**config.mk**
```make
export PLATFORM = sky130hd
export DESIGN_NAME = pipelined_barrel_shifter
export DESIGN_NICKNAME = d
export VERILOG_FILES = /design/src/rtl/pipelined_barrel_shifter_pkg.sv /design/src/rtl/pipelined_barrel_shifter_stage.sv /design/src/rtl/pipelined_barrel_shifter.sv
export SDC_FILE = /design/constraint.sdc
export NUM_CORES = 1
export LEC_CHECK = 0
export CAP_MARGIN = 15
export CELL_PAD_IN_SITES_DETAIL_PLACEMENT = 0
export CELL_PAD_IN_SITES_GLOBAL_PLACEMENT = 2
export CORE_MARGIN = 2
export CORE_UTILIZATION = 39
export CTS_CLUSTER_SIZE = 14
export DETAILED_ROUTE_END_ITERATION = 16
export DONT_BUFFER_PORTS = 1
export PLACE_DENSITY_LB_ADDON = 0.1
export RECOVER_POWER = 25
export SYNTH_ARGS = -nofsm -noshare
export SYNTH_HDL_FRONTEND = slang
export SYNTH_SLANG_ARGS = --single-unit
export TNS_END_PERCENT = 1
```
**constraint.sdc**
```tcl
create_clock -name clock -period 1.8 [get_ports clock]
set_input_delay 0.36 -clock clock [delete_from_list [all_inputs] [get_ports clock]]
set_output_delay 0.36 -clock clock [all_outputs]
set_load 0.02 [all_outputs]
```
**src/rtl/pipelined_barrel_shifter_pkg.sv**
```systemverilog
// Shared definitions for the pipelined barrel shifter: mode encodings,
// direction constants and the ceil(log2) helper used to size the pipeline.
// No ports; imported by the stage and top modules.
package pipelined_barrel_shifter_pkg;

  // Operation select carried alongside each operand through the pipeline.
  typedef enum logic [1:0] {
    ROTATE           = 2'd0,
    SHIFT_LOGICAL    = 2'd1,
    SHIFT_ARITHMETIC = 2'd2,
    RESERVED         = 2'd3   // treated exactly like SHIFT_LOGICAL
  } mode_e;

  localparam logic RIGHT = 1'b0;
  localparam logic LEFT  = 1'b1;

  // Smallest r with 2**r >= n (clog2(1) = 0).
  function automatic int clog2(input int n);
    int r;
    r = 0;
    while ((1 << r) < n) begin
      r = r + 1;
    end
    return r;
  endfunction

endpackage

```
**src/rtl/pipelined_barrel_shifter_stage.sv**
```systemverilog
// One pipeline stage: conditionally moves the operand by SHIFT positions, then registers it.
// Latency 1 cycle; the stage loads when it is empty or when downstream drains it in the same cycle.
// Backpressure: up_rdy_o = !valid || dn_rdy_i, so stalls propagate upstream and bubbles collapse.
// Ports: clock/reset; up_* = operand, amount, mode, direction from the previous stage;
// dn_* = registered result to the next stage. Sticky ports exist only with
// PIPELINED_BARREL_SHIFTER_STICKY_EN defined.
module pipelined_barrel_shifter_stage
  import pipelined_barrel_shifter_pkg::*;
#(
  parameter int WIDTH = 8,
  parameter int SHIFT = 1,
  parameter int AMT_W = 3
) (
  input  logic             clock,
  input  logic             reset,
  input  logic             up_vld_i,
  output logic             up_rdy_o,
  input  logic [WIDTH-1:0] up_data_i,
  input  logic [AMT_W-1:0] up_amt_i,
  input  logic [1:0]       up_mode_i,
  input  logic             up_left_i,
`ifdef PIPELINED_BARREL_SHIFTER_STICKY_EN
  input  logic             up_sticky_i,
  output logic             dn_sticky_o,
`endif
  input  logic             dn_rdy_i,
  output logic             dn_vld_o,
  output logic [WIDTH-1:0] dn_data_o,
  output logic [AMT_W-1:0] dn_amt_o,
  output logic [1:0]       dn_mode_o,
  output logic             dn_left_o
);

  // Amount bit that enables this stage's move.
  localparam int BIT = clog2(SHIFT);

  logic             vld_q, vld_d;
  logic [WIDTH-1:0] data_q, data_d;
  logic [AMT_W-1:0] amt_q, amt_d;
  logic [1:0]       mode_q, mode_d;
  logic             left_q, left_d;

  logic [WIDTH-1:0] moved;
  logic             fill;
  logic             load;

  assign up_rdy_o = !vld_q || dn_rdy_i;
  assign load     = up_rdy_o && up_vld_i;

  // SHIFT is always < WIDTH, so every slice below is non-empty. Composing
  // the per-stage moves yields rotation by (amount mod WIDTH) and natural
  // saturation for shifts whose total amount reaches WIDTH.
  always_comb begin
    moved = up_data_i;
    fill  = 1'b0;
    if (up_amt_i[BIT]) begin
      if (up_mode_i == ROTATE) begin
        if (up_left_i == LEFT) begin
          moved = {up_data_i[WIDTH-SHIFT-1:0], up_data_i[WIDTH-1:WIDTH-SHIFT]};
        end else begin
          moved = {up_data_i[SHIFT-1:0], up_data_i[WIDTH-1:SHIFT]};
        end
      end else if (up_left_i == LEFT) begin
        // Arithmetic left is identical to logical left.
        moved = {up_data_i[WIDTH-SHIFT-1:0], {SHIFT{1'b0}}};
      end else begin
        // Earlier stages already replicated the sign, so the current MSB is
        // still the operand's original MSB.
        fill  = (up_mode_i == SHIFT_ARITHMETIC) && up_data_i[WIDTH-1];
        moved = {{SHIFT{fill}}, up_data_i[WIDTH-1:SHIFT]};
      end
    end
  end

  assign vld_d  = up_rdy_o ? up_vld_i : vld_q;
  assign data_d = load ? moved     : data_q;
  assign amt_d  = load ? up_amt_i  : amt_q;
  assign mode_d = load ? up_mode_i : mode_q;
  assign left_d = load ? up_left_i : left_q;

  always_ff @(posedge clock or posedge reset) begin
    if (reset) begin
      vld_q  <= 1'b0;
      data_q <= '0;
      amt_q  <= '0;
      mode_q <= 2'd0;
      left_q <= 1'b0;
    end else begin
      vld_q  <= vld_d;
      data_q <= data_d;
      amt_q  <= amt_d;
      mode_q <= mode_d;
      left_q <= left_d;
    end
  end

  assign dn_vld_o  = vld_q;
  assign dn_data_o = data_q;
  assign dn_amt_o  = amt_q;
  assign dn_mode_o = mode_q;
  assign dn_left_o = left_q;

`ifdef PIPELINED_BARREL_SHIFTER_STICKY_EN
  logic stk_q, stk_d;
  logic lost;

  // OR of the bits this stage pushes off the end; rotates never lose bits.
  always_comb begin
    lost = 1'b0;
    if (up_amt_i[BIT] && (up_mode_i != ROTATE)) begin
      if (up_left_i == LEFT) begin
        lost = |up_data_i[WIDTH-1:WIDTH-SHIFT];
      end else begin
        lost = |up_data_i[SHIFT-1:0];
      end
    end
  end

  assign stk_d = load ? (up_sticky_i | lost) : stk_q;

  always_ff @(posedge clock or posedge reset) begin
    if (reset) begin
      stk_q <= 1'b0;
    end else begin
      stk_q <= stk_d;
    end
  end

  assign dn_sticky_o = stk_q;
`endif

endmodule

```
**src/rtl/pipelined_barrel_shifter.sv**
```systemverilog
// Pipelined rotate / logical / arithmetic shifter, one mux level per register stage.
// Latency WIDTH_LOG2 cycles from input handshake to out_valid; 1 op/cycle sustained.
// Backpressure: valid/ready chain; in_ready = stage-0 empty or draining, full pipe + !out_ready stalls input.
// Ports: clock, reset (async, active-high); in_valid/in_ready/in_data/in_amount/in_mode/in_left;
// out_valid/out_ready/out_data, plus out_sticky when PIPELINED_BARREL_SHIFTER_STICKY_EN is defined.
module pipelined_barrel_shifter
  import pipelined_barrel_shifter_pkg::*;
#(
  parameter int WIDTH      = 8,
  parameter int WIDTH_LOG2 = clog2(WIDTH)
) (
  input  logic                  clock,
  input  logic                  reset,
  input  logic                  in_valid,
  output logic                  in_ready,
  input  logic [WIDTH-1:0]      in_data,
  input  logic [WIDTH_LOG2-1:0] in_amount,
  input  logic [1:0]            in_mode,
  input  logic                  in_left,
  output logic                  out_valid,
  input  logic                  out_ready,
`ifdef PIPELINED_BARREL_SHIFTER_STICKY_EN
  output logic                  out_sticky,
`endif
  output logic [WIDTH-1:0]      out_data
);

  // Index k is the input side of stage k; index WIDTH_LOG2 is the output side.
  logic [WIDTH_LOG2:0]                 vld_w;
  logic [WIDTH_LOG2:0]                 rdy_w;
  logic [WIDTH_LOG2:0]                 left_w;
  logic [WIDTH_LOG2:0][WIDTH-1:0]      data_w;
  logic [WIDTH_LOG2:0][WIDTH_LOG2-1:0] amt_w;
  logic [WIDTH_LOG2:0][1:0]            mode_w;
`ifdef PIPELINED_BARREL_SHIFTER_STICKY_EN
  logic [WIDTH_LOG2:0]                 stk_w;
  assign stk_w[0] = 1'b0;
`endif

  assign vld_w[0]  = in_valid;
  assign data_w[0] = in_data;
  assign amt_w[0]  = in_amount;
  assign mode_w[0] = in_mode;
  assign left_w[0] = in_left;

  // Ready chain runs combinationally from out_ready back to in_ready.
  assign rdy_w[WIDTH_LOG2] = out_ready;
  assign in_ready          = rdy_w[0];

  for (genvar k = 0; k < WIDTH_LOG2; k++) begin : g_stage
    pipelined_barrel_shifter_stage #(
      .WIDTH (WIDTH),
      .SHIFT (1 << k),
      .AMT_W (WIDTH_LOG2)
    ) u_stage (
      .clock       (clock),
      .reset       (reset),
      .up_vld_i    (vld_w[k]),
      .up_rdy_o    (rdy_w[k]),
      .up_data_i   (data_w[k]),
      .up_amt_i    (amt_w[k]),
      .up_mode_i   (mode_w[k]),
      .up_left_i   (left_w[k]),
`ifdef PIPELINED_BARREL_SHIFTER_STICKY_EN
      .up_sticky_i (stk_w[k]),
      .dn_sticky_o (stk_w[k+1]),
`endif
      .dn_rdy_i    (rdy_w[k+1]),
      .dn_vld_o    (vld_w[k+1]),
      .dn_data_o   (data_w[k+1]),
      .dn_amt_o    (amt_w[k+1]),
      .dn_mode_o   (mode_w[k+1]),
      .dn_left_o   (left_w[k+1])
    );
  end

  assign out_valid = vld_w[WIDTH_LOG2];
  assign out_data  = data_w[WIDTH_LOG2];
`ifdef PIPELINED_BARREL_SHIFTER_STICKY_EN
  assign out_sticky = stk_w[WIDTH_LOG2];
`endif

  // Control fields leaving the last stage have no consumer.
  logic [WIDTH_LOG2+2:0] last_ctrl_unused;
  assign last_ctrl_unused = {amt_w[WIDTH_LOG2], mode_w[WIDTH_LOG2], left_w[WIDTH_LOG2]};

endmodule

```
# == Word level (Yosys, flattened, before mapping) ==
# Cells that the tools add are included.
# word_totals
register_bits,39
input_bits,18
out_inout_bits,10
# classes
eq_ne,3
mux,11
n_reduce_logical,15
# op_table
op,n
$mux 8,11
$eq 2x2->1 const B,3
$logic_and 1x1->1,6
$logic_not 2->1,3
$logic_not 1->1,3
$logic_or 1x1->1,3

# == Longest topological paths before layout ==
# depth
depth_word,5
depth_mapped,5
depth_no_buf,3

# == By module ==
# From an unflattened synthesis, not the netlist that was laid out.
# hier_totals
cells_unflattened,190
area_unflattened_um2,2339.7
# modules_own_cells
module,instances,cells_per_inst,area_per_inst_um2
pipelined_barrel_shifter_stage at g_stage[0].u_stage,1,64,812.0
pipelined_barrel_shifter_stage at g_stage[1].u_stage,1,64,800.8
pipelined_barrel_shifter_stage at g_stage[2].u_stage,1,62,726.9

# == Worst setup path after synthesis ==
# OpenSTA, ideal clock, no wires.
# synth_timing
kind,register to register
start,register g_stage[2].u_stage.vld_q
end,register g_stage[0].u_stage.amt_q[2]
setup_time_ns,0.125
arrival_ns,1.318
required_ns,1.675
path_slack_ns,0.357
stages_incl_launch_ff,5
cell_sequence,dfrtp_1 nand4b_4 nand2_4 buf_12 mux2_4
# synth_via
elab_chain_cells,5
# synth_lines
element,line,rtl
"start, declared",pipelined_barrel_shifter_stage.sv:37,"logic vld_q, vld_d;"
"start signal, assigned",pipelined_barrel_shifter_stage.sv:89,vld_q <= vld_d;
$logic_not 1->1,pipelined_barrel_shifter_stage.sv:47,assign up_rdy_o = !vld_q || dn_rdy_i;
$logic_or 1x1->1 (3 in a row),pipelined_barrel_shifter_stage.sv:47,
via in_ready,pipelined_barrel_shifter.sv:15,"output logic in_ready,"
$logic_and 1x1->1,pipelined_barrel_shifter_stage.sv:48,assign load = up_rdy_o && up_vld_i;
"end signal, assigned",pipelined_barrel_shifter_stage.sv:91,amt_q <= amt_d;
"end, declared",pipelined_barrel_shifter_stage.sv:39,"logic [AMT_W-1:0] amt_q, amt_d;"
# The timed path passes the listed nets, and every way through them passes these cells.
# A chain may end at the register's enable or synchronous reset.

# == Final worst setup path ==
# layout_timing
start,register g_stage[2].u_stage.vld_q
end,register g_stage[0].u_stage.left_q
# layout_via
elab_chain_cells,5
# layout_lines
element,line,rtl
$logic_not 1->1,pipelined_barrel_shifter_stage.sv:47,
$logic_or 1x1->1 (3 in a row),pipelined_barrel_shifter_stage.sv:47,
via in_ready,pipelined_barrel_shifter.sv:15,
$logic_and 1x1->1,pipelined_barrel_shifter_stage.sv:48,
"end signal, assigned",pipelined_barrel_shifter_stage.sv:93,left_q <= left_d;
"end, declared",pipelined_barrel_shifter_stage.sv:41,"logic left_q, left_d;"
# The timed path passes the listed nets, and every way through them passes these cells.

==> out/qor.yml <==
run_status: "finished clean"
fin_tns_setup_ps: 0
stdcell_count: 240
ys_ff_latch: 36
post-place-cells: 232
coreArea_um2: 5040
layout.nets: 187
cts_setup_buffers: 0
critPathTopFamily: "flip-flops"
cp_num_buf_inv: 0
dr.pass1.iters: 4
grt_pass1_wl_um: 6640
num_rows: 26
ys_types: 35
holdBufCountCts: 0
start_util_pct: 40.1
worst-r2r-cell-count: 3
cp.depth: 3
use_met1_pct: 16.9
hold_class: "input port to register"
worst_slew_pin_slew_ps: 878
post-route-period-util_pct: 86.7
whs_ps: 173
worst_ir_drop_vdd_uv: 327
cts.clk_slew.worst_paths_ps: 70
netlist_instances: 177
vias: 1271
clk-insertion-delay-late_ps: 290
die_x_um: 76.0
cp.required_ps: 1980
synth_flop_cell: "dfrtp_1"
drtAntennaViolNets: 0
die_h_um: 76.0
min_period_ps: 1560
grt_pass1_vias: 1369
dp_hpwl_um: 2940
viasPerCell: 5.30
routed_wl_um: 3870
fp.dieArea_um2: 5780
clockBufferDepth: 2
grt_use_met3_pct: 5.21
min_path_cells: 1
synth_top_area_share_pct: 44.5
fmax_mhz: 641
clock-root-buffer: "clkbuf_8"
h-tree-depth: 2
fin_ws_ps: 239
drv_slew: 0
stdcell_area_um2: 2080
async_reset_ff_share_pct: 100
grt_usage_pct: 14.7
worstSetupPathType: "register to register"
ctsResizeCount: 0
cts_tree: "done"
area_growth_pct: 3.03
critPathCaptureType: "register"
slowest_delay_ps: 560
crit_chain: "nand4b_4 > nand2_4 > mux2_2"
rsz0062_at_grt: "no"
gp_congestion: 0.722
yosysSeqAreaShare_pct: 44.5
cts.sinks: 36
use_met2_pct: 24.6
remaining_drc_errors: 0
total_power_mw: 2.53
ioPinCount: 28
cts_buffers: 5
syn_avg_cell_area_um2: 11.4
critPathSlowestCell: "dfrtp_1"
cap_violations: 0
leakage_nw: 0.858
syn_nets: 195
port_buffers: 0
antenna_found_initial: 0
max_slew_margin_pct: 41.5
synth_top_area_cell: "dfrtp_1"
overflow: 0
grt_max_degree: 37
synth.cell_area_um2: 2020
path_max_fanout: 13
rrSetupSlack_ps: 240
crit_path_start_kind: "register"
post-place-ws_ps: 247
finClkSkew_ps: 2.44
arrival_ps: 1740
powerDensity_nw_per_um2: 1220
hold_viol: 0
setup-violations-final: 0
wire_per_inst_um: 16.1
busiest_layer: "met2"
drive_gt1_share_pct: 21.8
antenna_cells: 0
synth_warnings: 0
ys_top_cells_by_area: "dfrtp_1 45%, mux2_2 7.2%, mux2_4 5.9%, mux2i_1 4.9%, a21oi_1 4.5%"
finish.utilization_pct: 41.3
placedInstanceArea_um2: 2000
drt_iter0_drc: 25
synth_edf_count: 0
==> logic make-up (layout without fill, tap and decap cells) <==
group | after synthesis | after routing | share of synthesized area, %
AND/OR/NAND/NOR | 38 | 38 | 13.0
buffers and inverters | 21 | 14 | 7.30
flip-flops | 36 | 36 | 44.5
AO/OA/AOI/OAI | 51 | 51 | 17.1
multiplexers | 31 | 31 | 18.1
==> layout by cell type, fill, tap and decap left out, drive strengths merged <==
master	n
dfrtp	36
mux2	21
a21oi	18
nor2	13
mux2i	10
clkbuf	9
o2bb2ai	8
o211ai	7
a31oi	6
a211oi	6
nand2b	5
nor2b	5
inv	3
nand2	3
nor4bb	2
a21bo	2
nand4bb	2
buf	2
and4bb	2
and2	1
o21ai	1
o21bai	1
nand4b	1
o311ai	1
nand3b	1
nor3	1
or2b	1
nor4b	1
a2111oi	1
==> state kept, by name (all words and copies together) (netlist names) <==
signal	flops
g_stage.u_stage.dn_amt_o	3
g_stage.u_stage.dn_left_o	2
g_stage.u_stage.dn_data_o	24
g_stage.u_stage.dn_vld_o	3
g_stage.u_stage.dn_mode_o	4
==> cell type report <==
cell class,instances,area [um2]
repair buffers,3,20.0
multi-input cells,120,975
clock buffers,8,90.1
fillers,475,2960
well taps,70,87.6
inverters,3,11.3
flip-flops and latches,36,901
==> synthesized netlist by cell type (2+ instances only) <==
| cell type | instances |
|---|---|
| nor2_1 | 13 |
| dfrtp_1 | 36 |
| a211oi_1 | 6 |
| mux2i_1 | 10 |
| inv_1 | 3 |
| o2bb2ai_1 | 8 |
| nand4bb_1 | 2 |
| a31oi_1 | 6 |
| mux2_2 | 13 |
| nor2b_1 | 5 |
| mux2_4 | 8 |
| a21bo_2 | 2 |
| buf_4 | 10 |
| o211ai_1 | 7 |
| nor4bb_1 | 2 |
| buf_2 | 6 |
| a21oi_1 | 18 |
| nand2b_1 | 5 |
==> report_power, final <==
part | internal (mW) | switching [mW] | total, mW
logic | 0.325 | 0.242 | 0.567
registers | 1.03 | 0.337 | 1.37
clock network | 0.312 | 0.286 | 0.598
total | 1.67 | 0.865 | 2.53
==> worst paths after layout <==
path / from / to
max in group asynchronous: reset / g_stage[0].u_stage.dn_data_o[4]$_DFFE_PP0P_
worst min-delay path: in_valid / g_stage[0].u_stage.dn_vld_o$_DFFE_PP0P_
min in group asynchronous: reset / g_stage[2].u_stage.dn_data_o[1]$_DFFE_PP0P_
worst min register to register: g_stage[0].u_stage.dn_amt_o[2]$_DFFE_PP0P_ / g_stage[0].u_stage.dn_amt_o[2]$_DFFE_PP0P_
worst max register to register: g_stage[2].u_stage.dn_vld_o$_DFFE_PP0P_ / g_stage[0].u_stage.dn_left_o$_DFFE_PP0P_
worst max-delay path: g_stage[2].u_stage.dn_vld_o$_DFFE_PP0P_ / g_stage[0].u_stage.dn_left_o$_DFFE_PP0P_
==> routing by layer <==
metal / up-vias / share of wire, %
met5: - / 0
met4: 0 / 2.4
met2: 27 / 48
li1: 636 / -
met1: 600 / 44
met3: 8 / 5.5
Note: power is estimated with default switching activity, not from simulation.
